`src/rtl/clock_module_gate_node.sv`:
```
// One node of a daisy-chained clock-distribution tree: power-up/down handshake plus an integrated clock gate.
// Define CLOCK_GATE_BYPASS_EN to pass clock_route_path_in straight through; the handshake is unaffected.
module clock_module_gate_node #(
    parameter int SETTLE_CYCLES = 2
) (
    input  logic clock,
    input  logic async_resetn,
    output logic parent_request,
    input  logic parent_ready,
    input  logic parent_silent,
    input  logic parent_starting,
    input  logic parent_stopping,
    input  logic child_request,
    output logic child_ready,
    output logic child_silent,
    output logic child_starting,
    output logic child_stopping,
    input  logic clock_route_path_in,
    output logic clock_route_path_out
);

    typedef enum logic [2:0] {SILENT, REQ, ENABLE, READY, DISABLE} state_e;

    localparam logic [3:0] SETTLE_LAST = 4'(SETTLE_CYCLES - 1);

    state_e     state_q, state_d;
    logic [3:0] cnt_q, cnt_d;
    logic       gate_en_q, gate_en_d;
    logic       settled;
    logic       unused_status;

    // Upstream silent/starting are informational only.
    assign unused_status = parent_silent ^ parent_starting;

    assign settled = (cnt_q == SETTLE_LAST);

    always_comb begin
        state_d = state_q;
        cnt_d   = cnt_q;
        unique case (state_q)
            SILENT: begin
                if (child_request) state_d = REQ;
            end
            REQ: begin
                if (!child_request) begin
                    state_d = SILENT;
                end else if (parent_ready && !parent_stopping) begin
                    state_d = ENABLE;
                    cnt_d   = '0;
                end
            end
            ENABLE: begin
                if (settled) state_d = READY;
                else         cnt_d   = cnt_q + 4'd1;
            end
            READY: begin
                if (!child_request || !parent_ready) begin
                    state_d = DISABLE;
                    cnt_d   = '0;
                end
            end
            DISABLE: begin
                if (settled) state_d = SILENT;
                else         cnt_d   = cnt_q + 4'd1;
            end
            default: state_d = SILENT;
        endcase
    end

    assign gate_en_d = (state_d == ENABLE) || (state_d == READY);

    // Outputs are decoded from the next state so they change on the same edge as the state itself.
    always_ff @(posedge clock or negedge async_resetn) begin
        if (!async_resetn) begin
            state_q        <= SILENT;
            cnt_q          <= '0;
            gate_en_q      <= 1'b0;
            parent_request <= 1'b0;
            child_silent   <= 1'b1;
            child_starting <= 1'b0;
            child_ready    <= 1'b0;
            child_stopping <= 1'b0;
        end else begin
            state_q        <= state_d;
            cnt_q          <= cnt_d;
            gate_en_q      <= gate_en_d;
            parent_request <= (state_d != SILENT);
            child_silent   <= (state_d == SILENT);
            child_starting <= (state_d == REQ) || (state_d == ENABLE);
            child_ready    <= (state_d == READY);
            child_stopping <= (state_d == DISABLE);
        end
    end

`ifdef CLOCK_GATE_BYPASS_EN
    logic unused_gate;
    assign unused_gate          = gate_en_q;
    assign clock_route_path_out = clock_route_path_in;
`else
    logic gate_en_latched;

    // NOTE: this latch is intentional; it only follows gate_en while the routed clock is low,
    // so the AND below can never start or cut a high pulse. Reset closes it immediately.
    always_latch begin
        if (!async_resetn) begin
            gate_en_latched = 1'b0;
        end else if (!clock_route_path_in) begin
            gate_en_latched = gate_en_q;
        end
    end

    assign clock_route_path_out = clock_route_path_in & gate_en_latched;
`endif

endmodule

```
`config.mk`:
```
export PLATFORM = sky130hd
export DESIGN_NAME = clock_module_gate_node
export DESIGN_NICKNAME = d
export VERILOG_FILES = /design/src/rtl/clock_module_gate_node.sv
export SDC_FILE = /design/constraint.sdc
export NUM_CORES = 1
export LEC_CHECK = 0
export BUFFER_PORTS_ARGS = -buffer_cell sky130_fd_sc_hd__buf_4
export CAP_MARGIN = 15
export CORE_AREA = 8 8 45 47
export CTS_BUF_LIST = sky130_fd_sc_hd__clkbuf_4
export DETAILED_ROUTE_END_ITERATION = 10
export DIE_AREA = 0 0 53 55
export PLACE_DENSITY = 0.84
export RECOVER_POWER = 25
export SYNTH_ARGS = -nofsm -noshare
export SYNTH_HDL_FRONTEND = slang
export SYNTH_SLANG_ARGS = --single-unit
```
`constraint.sdc`:
```
create_clock -name clock -period 2.3 [get_ports clock]
set_input_delay 0 -clock clock [delete_from_list [all_inputs] [get_ports clock]]
set_output_delay 0 -clock clock [all_outputs]
set_load 0.01 [all_outputs]
```
# Word-level counts from Yosys, hierarchy flattened
# Cells that the tools add are included.
# totals
out_inout_bits,6
ff_bits,13
inputBits,8
latch_bits,1
word_cells,53
# classes
bitwise_logic,1
reduce_logical,13
n_addsub,1
n_eq_ne,13
n_mux,16
# ops
operator,count
$mux 3,6
$mux 4,4
$pmux 3 s5,1
$eq 3x2->1 const B,4
$pmux 4 s3,1
$ne 2x2->1 const B,4
$eq 3x1->1 const B,2
$eq 3x3->1 const B,2
$logic_not 3->1,2
$reduce_bool 3->1,2
$reduce_and 5->1,1
$add 4x1->4 const B,1
$eq 4x1->1 const B,1
$mux 1,4
$logic_not 1->1,3
$logic_or 1x1->1,3
$reduce_or 2->1,1
$and 1x1->1,1
$logic_and 1x1->1,1

# Depth between registers and ports, before layout
# Gate-level depths: netlist of run 1.
# depth
depth_word,7
depth_mapped,6
depth_no_buf,6

==> qor.csv, run 1 <==
stage;metric;value;unit
outcome;status;finished, final reports clean;
drt;vias_per_cell;5.713;
sta;hold_viol_final;0;
synth;syn_inst;63;
setup_path;rr_endpoint;cnt_q[1];
setup_path;path_buf_inv;1;
sta;slew_headroom;52.86;%
sta;min_period;1713;ps
floorplanning;core;0.001384;sq mm
floorplanning;die_y;55;um
min_path;min_from;parent_ready;
min_path;hold_depth;3;
flow_run;maxCapViolCount;0;
place;placedInstanceArea;775.7;sq um
floorplanning;die_area;0.002915;sq mm
drt;drc;0;
sta;tightest_slew;707.1;ps
setup_path;cp_cell_sequence;inv_1, ha_1, or4b_4, a32oi_2, o21ai_2, mux2i_1;
setup_path;critPathMaxFanout;4;
floorplanning;row_count;14;
global_route;grt_usage;11.23;%
drt;final_antenna_net_count;0;
synth;async_flop_share;92.86;%
synth;postSynthAreaPerCell;10.74;sq um
setup_path;crit_type;flop to flop;
setup_path;critPathArrivalTime;1870;ps
sta;clock.fmax;583.6;MHz
setup_path;cp-start-kind;flop;
place;io_buffers;11;
synth;ys_ff_latch;14;
setup_path;r2r_setup_slack;590;ps
drt;wirelength;1.353;mm
pwr;total_power;0.001007;W
sta;untimed_endpoints;1;
clock_network;htreeDepth;1;
sta;setup_tns;0;ps
clock_network;clk_latency;280;ps
min_path;hp-class;primary input to flop;
global_route;grt_pass1_vias;562;
global_route;antenna_found_initial;0;
clock_network;cts_root_buffer;clkbuf_4;
clock_network;clock_path_buffers;2;
synth;synth_top_area_share;44.36;%
synth;synthDistinctLibCells;31;
drt;wl_per_cell;14.39;um
setup_path;critical_path.max_stage_delay;490;ps
sta;finalMaxSlewViolations;0;
sta;setup_viol;0;
finish;final_area;812.0;sq um
clock_network;clkTransAtPathRegs;70;ps
synth;synth_top_area_cell;dfrtp_1;
setup_path;cpMaxStageDelayCell;or4b_4;
drt;dr_total_vias;537;
synth;ys.flop_type;dfrtp_1;
floorplanning;io_pins;14;
synth;yosysMostFrequentCell;dfrtp_1;
finish;syn2layout_area_growth;19.96;%
min_path;min_to;state_q[0];
clock_network;cts_buffers;3;
clock_network;cts-hold-fix-buffers;1;
place;gp_congestion;0.7873;
finish;diodes;0;
finish;layout.nets;89;
global_route;grt_remaining_overflow;0;
synth;synth_edf_count;0;
global_route;grt_max_degree;16;
pwr;total_leakage_power;0.3609;nW
synth;synth.cell_area;676.9;sq um
synth;synthTopCellsByArea;dfrtp_1, dfstp_2, ha_1;
drt;firstDrtPassIters;4;
setup_path;worstPathRequired;2460;ps
global_route;grt_pass1_wl;2.380;mm
sta;rsz0062_at_grt;no;
pwr;peakVddDrop;0.6545;mV
setup_path;worstRegToRegCells;6;
clock_network;post_cts_buffers;0;
floorplanning;initial_core_util;48.92;%
clock_network;cts_tree;yes;
sta;fin_worst_skew;0.5003;ps
place;hpwlAfterDp;1.021;mm
sta;finalCritPeriodShare;74.49;%
synth;synthTopCellsByCount;dfrtp_1, inv_1, nand2_1, nand2b_1;
synth;yosysWarnings;0;
synth;syn-num-nets;73;
setup_path;critPathTopFamily;simple AND/OR/NAND/NOR gates;
sta;unclocked_regs;1;
setup_path;end_kind;flop;
setup_path;reg2reg_from;cnt_q[1];
pwr;p_per_area;1240;mW/mm^2
floorplanning;die_x;53;um
finish;drive_gt1_share;26.92;%
drt;dr.first_iter.drc_count;12;
clock_network;ctsResizeCount;0;
cells by family (layout without fill, tap and decap cells):
group | count (synthesis) | in the layout | synth area share, %
mux | 2 | 2 | 2.958
xor+xnor | 1 | 1 | 1.294
fa+ha+maj | 2 | 2 | 3.696
compound gates | 15 | 15 | 17.75
buf+inv | 7 | 22 | 3.881
latches | 1 | 1 | 2.217
simple gates | 22 | 22 | 19.96
flops | 13 | 13 | 48.24
sequential cells by signal, summed over array words and instances, names as in the netlist:
register         cells
gate_en_q            1
cnt_q                4
child_ready          1
child_stopping       1
parent_request       1
state_q              3
child_silent         1
gate_en_latched      1
child_starting       1
how the worst max path moves through the flow:
| stage | start | to | slack (ps) | depth (start not counted) |
|---|---|---|---|---|
| 5_1_grt | cnt_q[1] | cnt_q[2] | 490 | 6 |
| 6_report | cnt_q[1] | cnt_q[1] | 590 | 6 |
| 3_3_place_gp | cnt_q[1] | cnt_q[1] | 630 | 6 |
| 2_1_floorplan | cnt_q[1] | cnt_q[1] | 710 | 6 |
| 4_1_cts | cnt_q[1] | cnt_q[1] | 580 | 6 |
| 3_5_place_dp | cnt_q[1] | cnt_q[1] | 590 | 6 |
layer usage:
metal / global-route usage (%) / routed length, um / vias up
li1: - / - / 255
met1: 11.32 / 535 / 259
met2: 19.92 / 691 / 18
met3: 1.337 / 73 / 5
met4: 10.34 / 53 / 0
met5: 0 / 0 / -
layout make-up:
| type | count | area [sq um] |
|---|---|---|
| fill | 125 | 571.8 |
| timing repair buffer | 12 | 88.84 |
| sequential | 14 | 341.6 |
| multi-input combinational | 42 | 309.0 |
| inverter | 6 | 22.52 |
| tap | 16 | 20.02 |
| clock buffer | 4 | 30.03 |
metrics by stage:
step | instances | utilization, % | setup WS [ps] | hold WS (ps)
after floorplan | 63 | - | 712.2 | -295.6
final | 94 | 58.68 | 586.6 | 24.39
after CTS | 94 | 58.95 | 578.6 | 34.71
after detailed placement | 89 | 56.06 | 587.7 | -144.9
after global routing | 94 | 58.68 | 488.0 | 34.76
after global placement | 89 | 56.06 | 629.6 | -148.7
cells in the final DEF, fill, tap and decap left out, types with 2 or more instances in the layout:
master and count:
nand2b_1 4, nand3b_1 2, and2_1 2, ha_1 2, a21oi_1 3, inv_1 6
clkbuf_4 4, o31ai_1 2, nand2_1 4, mux2i_1 2, nand3_1 3, dfrtp_1 12
buf_4 10, o221a_2 2
worst reg2reg max path, stage by stage, from the launching register on:
cell,delay (ps)
dfrtp_1,400
inv_1,80
ha_1,150
or4b_4,490
a32oi_2,220
o21ai_2,120
mux2i_1,130
power by group:
part	internal, W	switching, W
clock	0.0000791	0.0000732
sequential	0.000332	0.0000907
combinational	0.000217	0.000216
total	0.000628	0.000379
Note: power is estimated with default switching activity, not from simulation.
==> run 2, diff against run 1 <==
clock period = 1.74 ns   (was 2.3 ns; I/O delays follow)
==> qor.csv, run 2 (synthesized netlist as in run 1, its figures left out) <==
stage;metric;value;unit;change
place;post-place-ws;35.13;ps;was 587.7 ps
global_route;antenna_found_initial;0;;unchanged
drt;dr.first_iter.drc_count;7;;was 12
sta;finalWorstSetupSlack;51.95;ps;was 586.6 ps
sta;setup_viol;0;;unchanged
global_route;grt_pass1_wl;1.994;mm;was 2.380 mm
floorplanning;initial_core_util;48.92;%;unchanged
setup_path;critPathMaxFanout;4;;unchanged
finish;multi_input_comb_area;321.6;sq um;was 309.0 sq um
setup_path;crit_type;flop to flop;;unchanged
clock_network;cts_root_buffer;clkbuf_4;;unchanged
setup_path;worstPathRequired;1900;ps;was 2460 ps
floorplanning;core;0.001384;sq mm;unchanged
finish;diodes;0;;unchanged
sta;min_period;1688;ps;was 1713 ps
pwr;total_leakage_power;0.3709;nW;was 0.3609 nW
finish;drive_gt1_share;32.50;%;was 26.92%
pwr;peakVddDrop;0.8263;mV;was 0.6545 mV
setup_path;cp_cell_sequence;inv_2, ha_4, or4b_4, a32oi_2, o21ai_2, mux2i_1;;was inv_1, ha_1, or4b_4, a32oi_2, o21ai_2, mux2i_1
setup_path;critPathArrivalTime;1840;ps;was 1870 ps
pwr;switching_share;36.40;%;was 37.67%
setup_path;cpMaxStageDelayCell;or4b_4;;unchanged
finish;layout.nets;91;;was 89
drt;firstDrtPassIters;4;;unchanged
global_route;grt_pass1_vias;470;;was 562
sta;slew_headroom;51.00;%;was 52.86%
clock_network;clkTransAtPathRegs;70;ps;about the same
pwr;total_power;0.001380;W;was 0.001007 W
pwr;switchingPower;0.0005023;W;was 0.0003795 W
finish;syn2layout_area_growth;24.21;%;was 19.96%
min_path;hp-class;primary input to flop;;unchanged
drt;vias_per_cell;5.688;;was 5.713
sta;untimed_endpoints;1;;unchanged
pwr;p_comb_share;45.3;%;was 42.9%
place;io_buffers;11;;unchanged
setup_path;end_kind;flop;;unchanged
finish;mostFrequentLayoutCells;buf_4, dfrtp_1, inv_1;;was dfrtp_1, buf_4, inv_1
sta;fin_worst_skew;4.136;ps;was 0.5003 ps
floorplanning;die_x;53;um;unchanged
drt;drc;0;;unchanged
global_route;grt_remaining_overflow;0;;unchanged
floorplanning;io_pins;14;;unchanged
drt;wirelength;1.247;mm;was 1.353 mm
sta;rsz0062_at_grt;yes;;was no
setup_path;critPathTopFamily;simple AND/OR/NAND/NOR gates;;unchanged
place;placedInstanceArea;783.3;sq um;was 775.7 sq um
drt;dr_total_vias;546;;was 537
sta;finalMaxSlewViolations;0;;unchanged
global_route;grt_max_degree;16;;unchanged
pwr;pwr-share-clk;14.2;%;was 15.1%
place;gp_congestion;0.8015;;was 0.7873
finish;largest_reg_flops;4;;unchanged
sta;finalCritPeriodShare;97.01;%;was 74.49%
drt;wl_per_cell;12.99;um;was 14.39 um
finish;final_area;840.8;sq um;was 812.0 sq um
floorplanning;die_y;55;um;unchanged
pwr;power_frac_seq;40.5;%;was 42.0%
pwr;p_per_area;1641;mW/mm^2;was 1240 mW/mm^2
floorplanning;row_count;14;;unchanged
clock_network;clk_latency;270;ps;was 280 ps
clock_network;cts_tree;yes;;unchanged
clock_network;clock_path_buffers;2;;unchanged
sta;clock.fmax;592.4;MHz;was 583.6 MHz
finish;mostFrequentLayoutCell;buf_4;;was dfrtp_1
finish;top_register;cnt_q;;unchanged
setup_path;path_buf_inv;1;;unchanged
outcome;status;finished, final reports clean;;unchanged
pwr;power.internal;0.0008777;W;was 0.0006278 W
clock_network;htreeDepth;1;;unchanged
finish;reg_top3;cnt_q (4), state_q (3);;unchanged
drt;final_antenna_net_count;0;;unchanged
flow_run;maxCapViolCount;0;;unchanged
sta;whs;8.450;ps;was 24.39 ps
finish;fillers;115;;was 125
setup_path;cp-start-kind;flop;;unchanged
setup_path;critical_path.max_stage_delay;480;ps;was 490 ps
clock_network;cts_buffers;3;;unchanged
sta;hold_viol_final;0;;unchanged
place;hpwlAfterDp;931.6;um;was 1.021 mm
global_route;grt_usage;9.126;%;was 11.23%
finish;ff_latch_area;342.8;sq um;was 341.6 sq um
floorplanning;die_area;0.002915;sq mm;unchanged
sta;tightest_slew;734.9;ps;was 707.1 ps
sta;unclocked_regs;1;;unchanged
==> run 2: per-layer routing <==
layer  share of wire, %  GRT usage (%)  vias up  wire [um]
met1                 44          10.38      268        548
met4                1.7          7.759        0         21
met5                  0              0        -          0
li1                   -              -      261          -
met3                5.5          1.337        2         69
met2                 49          14.84       15        607
==> run 2: path summary, 6_finish.rpt <==
kind | slack (ps) | depth (start not counted) | start | end
setup / recovery | 50 | 6 | cnt_q[1] | cnt_q[1]
hold / removal | 8 | 3 | parent_ready | state_q[0]
setup reg to reg | 50 | 6 | cnt_q[1] | cnt_q[1]
hold reg to reg | 550 | 1 | cnt_q[0] | cnt_q[0]
max in group asynchronous | 930 | 2 | async_resetn | cnt_q[0]
min in group asynchronous | 300 | 2 | async_resetn | state_q[0]
==> run 2: final cells by class <==
| class | count | area share (%) |
|---|---|---|
| sequential | 14 | 40.77 |
| multi-input combinational | 42 | 38.24 |
| timing repair buffer | 14 | 12.35 |
| clock buffer | 4 | 3.571 |
| inverter | 6 | 2.679 |
| tap | 16 | 2.381 |
==> run 2: per-stage QoR <==
stage | setup TNS, ps | instances | utilization (%)
after floorplan | 0 | 63 | -
after global placement | 0 | 90 | 56.60
after detailed placement | 0 | 90 | 56.60
after CTS | 0 | 95 | 59.49
after global routing | -31.49 | 96 | 60.76
final | 0 | 96 | 60.76
==> run 2: power by group through the flow <==
stage	sequential [W]	clock, W	combinational (W)
3_3_place_gp	0.000552	0	0.000571
3_5_place_dp	0.000558	0	0.000587
2_1_floorplan	0.000545	0	0.000390
6_report	0.000559	0.000195	0.000626
5_1_grt	0.000580	0.000220	0.000701
4_1_cts	0.000552	0.000205	0.000592
==> run 2: timing repair <==
item | CTS | global route
hold buffers | 1 | 0
hold endpoints to repair | 13 | 0
resized for setup | 0 | 4
endpoints found under the setup margin | 0 | 3
setup buffers | 0 | 1
==> run 2: worst register-to-register path: stages (launching register included) <==
cell and delay [ps]:
dfrtp_1 390, inv_2 80, ha_4 120, or4b_4 480, a32oi_2 240, o21ai_2 130, mux2i_1 140
==> run 3, diff against run 2 <==
CORE_AREA = 2 2 39 41   (was 8 8 45 47)
DIE_AREA = 0 0 41 43   (was 0 0 53 55)
==> qor.csv, run 3 (synthesized netlist as in run 1, its figures left out) <==
stage;metric;value;unit;change
finish;diodes;0;;unchanged
sta;hold_viol_final;0;;unchanged
setup_path;critPathMaxFanout;4;;unchanged
floorplanning;die_area;0.001763;sq mm;was 0.002915 sq mm
pwr;total_leakage_power;0.3751;nW;was 0.3709 nW
setup_path;path_buf_inv;1;;unchanged
min_path;hp-class;primary input to flop;;unchanged
outcome;status;finished, final reports clean;;unchanged
global_route;grt_pass1_wl;2.001;mm;was 1.994 mm
global_route;grt_usage;17.44;%;was 9.126%
drt;wirelength;1.282;mm;was 1.247 mm
pwr;p_per_area;1660;mW/mm^2;was 1641 mW/mm^2
sta;untimed_endpoints;1;;unchanged
drt;dr.first_iter.drc_count;20;;was 7
setup_path;critPathArrivalTime;1870;ps;was 1840 ps
global_route;grt_remaining_overflow;0;;unchanged
setup_path;cpMaxStageDelayCell;or4b_4;;unchanged
floorplanning;die_x;41;um;was 53 um
sta;slew_headroom;51.74;%;was 51.00%
floorplanning;initial_core_util;48.92;%;unchanged
global_route;grt_pass1_vias;484;;was 470
finish;reg_top3;cnt_q (4), state_q (3);;unchanged
floorplanning;row_count;14;;unchanged
drt;final_antenna_net_count;0;;unchanged
sta;rsz0062_at_grt;yes;;unchanged
place;placed_cells;90;;unchanged
clock_network;cts_buffers;3;;unchanged
setup_path;cp_cell_sequence;inv_2, ha_4, or4b_4, a32oi_2, o21ai_2, mux2i_1;;unchanged
finish;fillers;119;;was 115
pwr;total_power;0.001408;W;was 0.001380 W
global_route;grt_max_degree;16;;unchanged
finish;ff_latch_area;342.8;sq um;unchanged
floorplanning;die_y;43;um;was 55 um
setup_path;critical_path.max_stage_delay;490;ps;was 480 ps
sta;tightest_slew;723.9;ps;was 734.9 ps
global_route;antenna_found_initial;0;;unchanged
clock_network;htreeDepth;1;;unchanged
place;hpwlAfterDp;908.8;um;was 931.6 um
sta;clock.fmax;583.9;MHz;was 592.4 MHz
clock_network;cts_tree;yes;;unchanged
floorplanning;io_pins;14;;unchanged
drt;wl_per_cell;13.22;um;was 12.99 um
setup_path;worstPathRequired;1890;ps;was 1900 ps
finish;top_register;cnt_q;;unchanged
finish;drive_gt1_share;33.33;%;was 32.50%
flow_run;maxCapViolCount;0;;unchanged
finish;post_layout_nonfiller_instances;97;;was 96
floorplanning;core;0.001384;sq mm;unchanged
clock_network;cts_root_buffer;clkbuf_4;;unchanged
setup_path;critPathTopFamily;simple AND/OR/NAND/NOR gates;;unchanged
place;gp_congestion;0.8386;;was 0.8015
drt;vias_per_cell;5.485;;was 5.688
sta;setup_viol;0;;unchanged
place;placedInstanceArea;783.3;sq um;unchanged
sta;fin_worst_skew;1.565;ps;was 4.136 ps
sta;finalMaxSlewViolations;0;;unchanged
pwr;peakVddDrop;0.8143;mV;was 0.8263 mV
clock_network;clock_path_buffers;2;;unchanged
finish;multi_input_comb_area;321.6;sq um;unchanged
clock_network;clkTransAtPathRegs;70;ps;about the same
setup_path;end_kind;flop;;unchanged
sta;finalCritPeriodShare;98.43;%;was 97.01%
finish;syn2layout_area_growth;25.32;%;was 24.21%
setup_path;crit_type;flop to flop;;unchanged
sta;setup_tns;0;ps;unchanged
finish;mostFrequentLayoutCell;buf_4;;unchanged
sta;min_period;1713;ps;was 1688 ps
place;io_buffers;11;;unchanged
sta;unclocked_regs;1;;unchanged
finish;mostFrequentLayoutCells;buf_4, dfrtp_1, inv_1;;unchanged
finish;largest_reg_flops;4;;unchanged
finish;layout.nets;92;;was 91
setup_path;cp-start-kind;flop;;unchanged
drt;firstDrtPassIters;4;;unchanged
drt;dr_total_vias;532;;was 546
finish;utilization;61.30;%;was 60.76%
drt;drc;0;;unchanged
finish;final_area;848.3;sq um;was 840.8 sq um
clock_network;clk_latency;270;ps;about the same
==> run 3: cell count changes in the layout (fill, tap and decap cells not counted), sizes merged <==
cell  previous run  this run
buf             12        13
==> run 3: area by class of cell <==
cell class	instances	area share [%]
flip-flops and latches	14	40.41
repair buffers	15	13.13
inverters	6	2.655
multi-input cells	42	37.91
well taps	16	2.360
clock buffers	4	3.540
==> run 3: worst paths after layout <==
kind	slack, ps	cells after the start	startpoint	endpoint
setup / recovery	30	6	cnt_q[1]	cnt_q[1]
hold / removal	20	3	child_request	child_starting
setup reg to reg	30	6	cnt_q[1]	cnt_q[1]
hold reg to reg	550	1	cnt_q[0]	cnt_q[0]
max in group asynchronous	940	2	async_resetn	cnt_q[0]
min in group asynchronous	300	2	async_resetn	state_q[1]
==> run 3: layer usage <==
| metal | GRT usage (%) | share of wire, % |
|---|---|---|
| met5 | 0 | 0 |
| met1 | 22.41 | 42 |
| met3 | 1.571 | 3.7 |
| met2 | 25.94 | 53 |
| met4 | 12.67 | 0.70 |
==> run 3: repair_timing <==
action	in CTS	in global routing
endpoints found under the setup margin	0	3
hold buffers	1	0
gates resized for setup	0	4
hold endpoints to repair	13	0
buffers inserted	0	2
==> run 3: per-stage QoR <==
| stage | setup slack, ps | hold WS [ps] |
|---|---|---|
| 2_1_floorplan | 152.2 | -295.6 |
| 3_3_place_gp | 64.57 | -146.1 |
| 3_5_place_dp | 38.69 | -144.2 |
| 4_1_cts | 20.48 | 11.60 |
| 5_1_grt | -48.48 | 22.22 |
| 6_report | 27.37 | 22.15 |
==> run 3: where the power goes <==
group | internal, W | leakage [nW] | switching (W)
clock | 0.000104 | 0.0184 | 0.0000914
combinational | 0.000346 | 0.184 | 0.000303
sequential | 0.000441 | 0.173 | 0.000123
==> run 3: worst min-delay path: stages <==
cell and delay [ps]:
buf_4 130, nand2b_1 60, a21oi_1 60
